==> src/rtl/mfcc_pkg.sv <==
// Shared MFCC front-end definitions: mel filterbank sizing, the filter
// sequencer state encoding and the band table entry layout.
package mfcc_pkg;

  localparam int unsigned NUM_FILTERS = 40;
  localparam int unsigned NUM_BINS    = 257;
  localparam int unsigned BIN_W       = $clog2(NUM_BINS);
  localparam int unsigned LEN_W       = $clog2(NUM_BINS + 1);
  localparam int unsigned COEF_AW     = 12;
  localparam int unsigned FILT_W      = $clog2(NUM_FILTERS);

  typedef enum logic [1:0] {
    ST_IDLE  = 2'd0,
    ST_LOAD  = 2'd1,
    ST_ISSUE = 2'd2,
    ST_DONE  = 2'd3
  } seq_state_e;

  // One mel band: first spectrum bin and number of bins (0 = empty band).
  typedef struct packed {
    logic [BIN_W-1:0] start;
    logic [LEN_W-1:0] len;
  } band_t;

endpackage

==> src/rtl/mel_band_table.sv <==
// Per-filter band table: NUM_FILTERS entries of {start, len}, one write port,
// one registered read port, cleared on reset.
// Ports:
//   clk, rst       clock, synchronous active-high reset
//   we, wr_addr    write strobe / entry index
//   wr_data        entry to store
//   rd_addr        entry to read (data appears the following cycle)
//   rd_data        registered read data
module mel_band_table
  import mfcc_pkg::*;
(
  input  logic              clk,
  input  logic              rst,
  input  logic              we,
  input  logic [FILT_W-1:0] wr_addr,
  input  band_t             wr_data,
  input  logic [FILT_W-1:0] rd_addr,
  output band_t             rd_data
);

  band_t entries [NUM_FILTERS];

  // Write-first on a same-cycle address match, so a write issued together
  // with the read of the same entry is seen by that read.
  always_ff @(posedge clk) begin
    if (rst) begin
      for (int unsigned i = 0; i < NUM_FILTERS; i++) begin
        entries[i] <= '0;
      end
      rd_data <= '0;
    end else begin
      if (we) begin
        entries[wr_addr] <= wr_data;
      end
      rd_data <= (we && (wr_addr == rd_addr)) ? wr_data : entries[rd_addr];
    end
  end

endmodule

==> src/rtl/mel_filter_sequencer.sv <==
// Mel filterbank MAC scheduler: walks every filter of the band table once
// per frame and issues one MAC op per bin (one zero-op for empty bands).
// Ports:
//   clk, rst                         clock, synchronous active-high reset
//   cfg_we/cfg_idx/cfg_start/cfg_len band table write (idle only)
//   cfg_err                          pulse after a rejected write
//   frame_start                      start one pass (ignored while busy)
//   busy, frame_done                 pass in progress / end-of-pass pulse
//   op_valid/op_ready                MAC op handshake
//   op_spec_addr, op_coef_addr       spectrum bin / coefficient ROM address
//   op_filt                          current filter index
//   op_first, op_last, op_zero       accumulator clear / emit / empty band
module mel_filter_sequencer
  import mfcc_pkg::*;
(
  input  logic               clk,
  input  logic               rst,
  input  logic               cfg_we,
  input  logic [FILT_W-1:0]  cfg_idx,
  input  logic [BIN_W-1:0]   cfg_start,
  input  logic [LEN_W-1:0]   cfg_len,
  output logic               cfg_err,
  input  logic               frame_start,
  output logic               busy,
  output logic               frame_done,
  output logic               op_valid,
  input  logic               op_ready,
  output logic [BIN_W-1:0]   op_spec_addr,
  output logic [COEF_AW-1:0] op_coef_addr,
  output logic [FILT_W-1:0]  op_filt,
  output logic               op_first,
  output logic               op_last,
  output logic               op_zero
);

  localparam int unsigned SUM_W = ((BIN_W > LEN_W) ? BIN_W : LEN_W) + 1;

  seq_state_e         state_q, state_d;
  logic [FILT_W-1:0]  filt_q, filt_d;
  logic [BIN_W-1:0]   bin_q, bin_d;
  logic [COEF_AW-1:0] coef_q, coef_d;
  logic [LEN_W-1:0]   rem_q, rem_d;
  logic               valid_q, valid_d;
  logic               first_q, first_d;
  logic               last_q, last_d;
  logic               zero_q, zero_d;
  logic               busy_q, busy_d;
  logic               done_q, done_d;
  logic               err_q, err_d;

  logic               tbl_we;
  logic [FILT_W-1:0]  rd_addr;
  band_t              wr_band;
  band_t              rd_band;
  logic               cfg_ok;

  assign wr_band.start = cfg_start;
  assign wr_band.len   = cfg_len;

  // Out-of-range filter indices are rejected like any other bad write.
  assign cfg_ok = (state_q == ST_IDLE)
               && (cfg_idx <= FILT_W'(NUM_FILTERS - 1))
               && ((SUM_W'(cfg_start) + SUM_W'(cfg_len)) <= SUM_W'(NUM_BINS));

  mel_band_table u_table (
    .clk     (clk),
    .rst     (rst),
    .we      (tbl_we),
    .wr_addr (cfg_idx),
    .wr_data (wr_band),
    .rd_addr (rd_addr),
    .rd_data (rd_band)
  );

  // State and registered outputs.
  always_ff @(posedge clk) begin
    if (rst) begin
      state_q <= ST_IDLE;
      filt_q  <= '0;
      bin_q   <= '0;
      coef_q  <= '0;
      rem_q   <= '0;
      valid_q <= 1'b0;
      first_q <= 1'b0;
      last_q  <= 1'b0;
      zero_q  <= 1'b0;
      busy_q  <= 1'b0;
      done_q  <= 1'b0;
      err_q   <= 1'b0;
    end else begin
      state_q <= state_d;
      filt_q  <= filt_d;
      bin_q   <= bin_d;
      coef_q  <= coef_d;
      rem_q   <= rem_d;
      valid_q <= valid_d;
      first_q <= first_d;
      last_q  <= last_d;
      zero_q  <= zero_d;
      busy_q  <= busy_d;
      done_q  <= done_d;
      err_q   <= err_d;
    end
  end

  // Next-state, table access and next output values.
  always_comb begin
    state_d = state_q;
    filt_d  = filt_q;
    bin_d   = bin_q;
    coef_d  = coef_q;
    rem_d   = rem_q;
    valid_d = valid_q;
    first_d = first_q;
    last_d  = last_q;
    zero_d  = zero_q;
    rd_addr = filt_q;
    tbl_we  = 1'b0;
    err_d   = 1'b0;

    if (cfg_we) begin
      if (cfg_ok) tbl_we = 1'b1;
      else        err_d  = 1'b1;
    end

    unique case (state_q)
      ST_IDLE: begin
        if (frame_start) begin
          state_d = ST_LOAD;
          filt_d  = '0;
          coef_d  = '0;
          rd_addr = '0;
        end
      end
      ST_LOAD: begin
        // rd_band holds the entry for filt_q, addressed on entry to LOAD.
        state_d = ST_ISSUE;
        bin_d   = rd_band.start;
        rem_d   = rd_band.len;
        zero_d  = (rd_band.len == '0);
        first_d = 1'b1;
        last_d  = (rd_band.len <= LEN_W'(1));
        valid_d = 1'b1;
      end
      ST_ISSUE: begin
        if (valid_q && op_ready) begin
          if (last_q) begin
            valid_d = 1'b0;
            first_d = 1'b0;
            last_d  = 1'b0;
            zero_d  = 1'b0;
            // An empty band consumes no coefficients.
            if (!zero_q) coef_d = coef_q + COEF_AW'(1);
            if (filt_q == FILT_W'(NUM_FILTERS - 1)) begin
              state_d = ST_DONE;
            end else begin
              filt_d  = filt_q + FILT_W'(1);
              rd_addr = filt_q + FILT_W'(1);
              state_d = ST_LOAD;
            end
          end else begin
            bin_d   = bin_q + BIN_W'(1);
            coef_d  = coef_q + COEF_AW'(1);
            rem_d   = rem_q - LEN_W'(1);
            first_d = 1'b0;
            last_d  = (rem_q == LEN_W'(2));
          end
        end
      end
      ST_DONE: begin
        state_d = ST_IDLE;
      end
      default: begin
        state_d = ST_IDLE;
      end
    endcase

    busy_d = (state_d != ST_IDLE);
    done_d = (state_d == ST_DONE);
  end

  assign cfg_err      = err_q;
  assign busy         = busy_q;
  assign frame_done   = done_q;
  assign op_valid     = valid_q;
  assign op_spec_addr = bin_q;
  assign op_coef_addr = coef_q;
  assign op_filt      = filt_q;
  assign op_first     = first_q;
  assign op_last      = last_q;
  assign op_zero      = zero_q;

endmodule

==> config.mk <==
export PLATFORM = sky130hd
export DESIGN_NAME = mel_filter_sequencer
export DESIGN_NICKNAME = d
export VERILOG_FILES = /design/src/rtl/mfcc_pkg.sv /design/src/rtl/mel_band_table.sv /design/src/rtl/mel_filter_sequencer.sv
export SDC_FILE = /design/constraint.sdc
export NUM_CORES = 2
export LEC_CHECK = 0
export CAP_MARGIN = 30
export CORE_AREA = 2 2 442 312
export CTS_BUF_LIST = sky130_fd_sc_hd__clkbuf_4
export DETAILED_ROUTE_END_ITERATION = 12
export DIE_AREA = 0 0 444 314
export PLACE_DENSITY_LB_ADDON = 0.15
export REMOVE_ABC_BUFFERS = 1
export SLEW_MARGIN = 40
export SYNTH_ARGS = -nofsm -noshare
export SYNTH_HDL_FRONTEND = slang
export SYNTH_SLANG_ARGS = --single-unit
==> constraint.sdc <==
create_clock -name clk -period 6 [get_ports clk]
set_input_delay 0.6 -clock clk [delete_from_list [all_inputs] [get_ports clk]]
set_output_delay 0.6 -clock clk [all_outputs]
set_load 0.02 [all_outputs]
==> flow_metrics.tcl <==
set metrics [dict create \
    vdd_drop_max_v 0.000140 \
    cts_buffers 327 \
    dp_hpwl_um 111000 \
    timing.critical_path.arrival_ns 5.89 \
    vias 39100 \
    synth_flop_cell "edfxtp_1" \
    clkTransAtPathRegs_ns 0.07 \
    skew_ns 0.102 \
    cts_resized 0 \
    cts_tree "done" \
    utilization_pct 46.3 \
    hp-class "primary input to flop" \
    yosysSeqAreaShare_pct 66.6 \
    maxCapViolations 0 \
    max_slew.worst_pin.slew_ns 0.991 \
    startpoint_type "flop" \
    hold_buffers 12 \
    hold_violations 0 \
    coreArea_um2 135000 \
    run_status "finished, final reports clean" \
    finalPower_mw 18.1 \
    cts_setup_buffers 0 \
    synthesis.area_um2 53800 \
    setup_viol 0 \
    routabilityCongestion 0.933 \
    drcViolationCount 0 \
    rr_worst_depth 13 \
    grt_max_degree 144 \
    rows 113 \
    async_flop_share_pct 0 \
    io_pins 63 \
    syn_avg_cell_area_um2 11.3 \
    worst-setup-path-type "flop to flop" \
    cts_buffer_depth 4 \
    p_leak_nw 23.2 \
    slew_violations 0 \
    yosysWarnings 0 \
    hold_depth 4 \
    max_freq_mhz 216 \
    slew_headroom_pct 33.4 \
    r2r_end "u_table.rd_data[12]$_SDFF_PP0_" \
    wl_um 173000 \
    cp-end-kind "flop" \
    die_x_um 444 \
    drt_iter0_drc 4643 \
    rr_startpoint "state_q[0]$_SDFF_PP0_" \
    rsz0062_at_grt "no" \
    grt_pass1_vias 37000 \
    synth_cells 4761 \
    viasPerCell 5.29 \
    grt_util_all_layers_pct 24.6 \
    dieHeight_um 314 \
    mostFrequentLayoutCell "nand2_1" \
    cts_root_buf "clkbuf_4" \
    cp_max_fo 19 \
    layout_common_cells "nand2_1, edfxtp_1, clkbuf_4" \
    dr.pass1.iters 5 \
    required_ns 7.26 \
    nets 5435 \
    p_per_area_nw_per_um2 290 \
    grt_pass1_wl_um 249000 \
    initial_core_util_pct 39.8 \
    antenna_found_initial 24 \
    drive_gt1_share_pct 14.2 \
    cts_sinks 1215 \
    synth-seq-cells 1215 \
    synth_edf_count 1152 \
    fin_crit_sh_pct 77.1 \
    wl_per_cell_um 23.3 \
    htreeDepth 5 \
    area_growth_pct 16.2 \
    gr-total-overflow 0 \
    period_needed_ns 4.63 \
    die_area_um2 139000 \
    clock_latency_ns 1.33 \
    yosysUniqueCellTypes 74 \
    worstHoldStart "cfg_len[5]" \
    portBuffers 62 \
    drtAntennaViolNets 0 \
    hold_end "u_table.rd_data[5]$_SDFF_PP0_" \
    r2r_setup_slack_ns 1.37 \
]
[metal layers]
metal	up-vias	global-route usage, %	wire length, um
li1	18000	-	-
met1	19100	36.1	78000
met2	1778	33.4	70400
met3	299	8.31	19500
met4	8	9.11	4740
met5	-	0	40
[final cells by class]
cell class              count  area, um^2
well taps                1782        2230
repair buffers            235        2040
diodes                     11        27.5
inverters                  12        45.0
clock buffers             487        3660
multi-input cells        3597       18300
flip-flops and latches   1215       35900
clock inverters            64         334
fillers                 12900       72500
[state kept, by name, indices dropped and copies added (netlist names)]
signal / flops
op_coef_addr: 12
busy: 1
rem_q: 9
op_spec_addr: 9
u_table.entries: 1152
frame_done: 1
op_valid: 1
cfg_err: 1
op_first: 1
op_last: 1
op_filt: 6
u_table.rd_data: 18
state_q: 2
op_zero: 1
[per-stage QoR]
stage	TNS, ns	setup slack, ns	cell area [um^2]	cells	hold slack [ns]
CTS	0	1.31	62400	7389	0.00532
detailed placement	0	0.741	58300	6826	0.464
floorplan	-817.98	-29.22	53900	4824	0.457
finish	0	1.37	62500	7403	0.0494
global route	0	1.13	62500	7399	-0.0170
global placement	0	0.718	58200	6824	0.469
[power by group]
| part | internal (mW) | total, mW | switching [mW] |
|---|---|---|---|
| clock | 3.81 | 7.34 | 3.52 |
| sequential | 9.71 | 9.86 | 0.145 |
| combinational | 0.224 | 0.912 | 0.688 |
| total | 13.8 | 18.1 | 4.35 |
[how the worst max path moves through the flow]
stage,end,start
after floorplan,u_table.rd_data[15]$_SDFF_PP0_,state_q[0]$_SDFF_PP0_
after detailed placement,u_table.entries[31][13]$_SDFFCE_PN0P_,cfg_start[1]
after global routing,u_table.rd_data[15]$_SDFF_PP0_,state_q[0]$_SDFF_PP0_
after CTS,u_table.rd_data[15]$_SDFF_PP0_,state_q[1]$_SDFF_PP0_
after global placement,u_table.entries[26][2]$_SDFFCE_PN0P_,cfg_start[1]
final,u_table.rd_data[12]$_SDFF_PP0_,state_q[0]$_SDFF_PP0_
[worst max-delay path: stages, from the launching register on]
cell and delay [ns]:
dfxtp_1 0.33, inv_1 0.10, ha_2 0.39, nand3_1 0.34, a31oi_1 0.36, a22o_1 0.60, nor2_1 0.11, buf_4 0.26
nand2_1 0.67, buf_4 0.30, a21oi_1 0.05, nor4_1 0.67, a22oi_1 0.19, o21ai_1 0.17
[logic make-up after synthesis]
logic type                 Yosys count  share of synthesized area, %
buffers and inverters              380                          2.90
adders and majority gates           18                         0.433
other                                1                       0.00697
muxes                               82                          1.53
DFF                               1215                          66.6
AOI/OAI and AO/OA                  448                          5.21
xor gates and xnor gates            19                         0.309
and+or+nand+nor                   2598                          23.0
[cell usage after synthesis, types with 20 or more instances]
cell      number  share of area [%]
nand4_1       47               0.55
a22oi_1       42               0.59
or2_2         26               0.30
dfxtp_1       63                2.3
nand3_1      403                3.7
a21o_1        20               0.28
nor2_1       320                2.2
a21oi_1      196                1.8
buf_1         40               0.28
nor4_1        86                1.0
nor3b_1       22               0.31
mux2i_1       81                1.5
nand2_1     1167                8.1
and2_1       387                4.5
nor3_1        26               0.24
edfxtp_1    1152                 64
a32oi_1       38               0.62
clkbuf_1     250                1.7
buf_2         55               0.51
o21ai_0       47               0.44
and3_1        40               0.47
a31oi_1       23               0.27
Note: power is estimated with default switching activity, not from simulation.
==> RTL change, RTL diff (config.mk and constraints unchanged) <==
Register the input `cfg_len` before use, cleared by the reset. The logic sees it one clock later. The other inputs are not delayed to match.
--- a/src/rtl/mel_filter_sequencer.sv
+++ b/src/rtl/mel_filter_sequencer.sv
@@ -35,6 +35,16 @@
 
   localparam int unsigned SUM_W = ((BIN_W > LEN_W) ? BIN_W : LEN_W) + 1;
 
+  logic [LEN_W-1:0] cfg_len_q;
+
+  always_ff @(posedge clk) begin
+    if (rst) begin
+      cfg_len_q <= '0;
+    end else begin
+      cfg_len_q <= cfg_len;
+    end
+  end
+
   seq_state_e         state_q, state_d;
   logic [FILT_W-1:0]  filt_q, filt_d;
   logic [BIN_W-1:0]   bin_q, bin_d;
@@ -55,12 +65,12 @@
   logic               cfg_ok;
 
   assign wr_band.start = cfg_start;
-  assign wr_band.len   = cfg_len;
+  assign wr_band.len   = cfg_len_q;
 
   // Out-of-range filter indices are rejected like any other bad write.
   assign cfg_ok = (state_q == ST_IDLE)
                && (cfg_idx <= FILT_W'(NUM_FILTERS - 1))
-               && ((SUM_W'(cfg_start) + SUM_W'(cfg_len)) <= SUM_W'(NUM_BINS));
+               && ((SUM_W'(cfg_start) + SUM_W'(cfg_len_q)) <= SUM_W'(NUM_BINS));
 
   mel_band_table u_table (
     .clk     (clk),
Check against the original RTL: not settled (the Yosys comparison gave no result); the edit may change what the design does.
==> RTL change against the original RTL <==
Sequential power about the same; critical path type unchanged; cell area increased by 0.10%; wire length increased by 9.0%; sequential cell count increased by 9; non-clock buffer count increased by 29; area after synthesis increased by 0.39%; critical path depth unchanged; power increased by 1.4%; final cell count decreased by 2.4%; die area unchanged; setup slack got worse by 0.14 ns.
==> RTL change: results <==
{
  "status": "complete, no violations",
  "antenna_found_initial": 6,
  "vdd_drop_max_uv": 153.1,
  "wl_met1_um": 82660,
  "grt_use_met2": 0.3670,
  "seqPwrFrac": 0.539,
  "r2r-end": "u_table.rd_data[9]$_SDFF_PP0_",
  "grt_pass1_wl_um": 271500,
  "hp-start": "op_ready",
  "slowest_delay_ns": 0.68,
  "ff2ff_setup_slack_ns": 1.24,
  "hpwlAfterDp_um": 119500,
  "cpMaxStageDelayCell": "a2111oi_1",
  "worst_pin_slew_ns": 0.9678,
  "ys_types": 79,
  "htreeDepth": 5,
  "top_layer": "met4",
  "wl_met2_um": 77650,
  "first_iter_violations": 5515,
  "wl_met3_um": 21070,
  "synth_commonest_cells": "1152 x edfxtp_1, 891 x nand2_1, 503 x nor3_1",
  "cts_buffers": 321,
  "vias_per_cell": 5.780,
  "path_max_fanout": 23,
  "p_clk_mw": 7.06,
  "drive_above_1_share": 0.1407,
  "clk_pin_slew_ns": 0.07,
  "globalplace.congestion": 0.9109,
  "grtUsageTotal": 0.2665,
  "crit_family": "compound AO/OA/AOI/OAI gates",
  "reg2regPathDepth": 13,
  "use_met1": 0.3989,
  "worstSkewPairLatency_ns": 1.31,
  "ys_top_cells_by_area": "edfxtp_1 64%, nand2_1 6.2%, nor3_1 4.7%",
  "leakagePower_nw": 22.78,
  "met3_usage": 0.06284,
  "synth_async_sr_flop_share": 0,
  "switchingPower_mw": 4.669,
  "largest_register_ffs": 1152,
  "root_buffer": "clkbuf_4",
  "cts-resized-gates": 0,
  "r2r-start": "state_q[0]$_SDFF_PP0_",
  "ys_warn_count": 0,
  "cts_hold_buf": 17,
  "crit_arrival_ns": 5.85,
  "holdPathEnd": "op_valid$_SDFFE_PP0P_",
  "cts.path.max_buffers": 4,
  "regMostFlops": "u_table.entries",
  "synth_edf_count": 1152,
  "firstDrtPassIters": 6,
  "ys_seq_area_frac": 0.6673,
  "grt_pass1_vias": 38980,
  "fin_worst_skew_ns": 0.07224,
  "fin_nets": 5294,
  "wl_per_cell_um": 26.07,
  "grt_start_max_net_pins": 102
}
[RTL change: layout make-up]
cell class                 count  area [um^2]
fill                       12710        72430
sequential                  1224        36030
multi-input combinational   3419        18000
clock buffer                 460         3453
timing repair buffer         264         2521
tap                         1782         2230
clock inverter                47        260.3
inverter                      17        63.81
antenna                       12        30.03
[RTL change: cell families after synthesis]
family,Yosys count,share of synthesized area
other cells,1,0.00006944
compound gates,844,0.1022
mux,123,0.02319
buf+inv,440,0.03459
flops,1224,0.6673
xor+xnor,16,0.002595
fa+ha+maj,18,0.004309
simple gates,1986,0.1658
[RTL change: metrics by stage]
stage          power [mW]  setup slack [ns]  hold WS [ns]  cells  instance area (um^2)
3_5_place_dp        11.43            0.9304        0.4537   6689                 58670
4_1_cts             18.46             1.196       0.01352   7213                 62550
6_report            18.36             1.236        0.1344   7225                 62590
3_3_place_gp        11.42            0.7122        0.4463   6687                 58600
2_1_floorplan       10.74            -11.04        0.4568   4660                 53820
5_1_grt             19.05             1.015        0.1172   7220                 62580
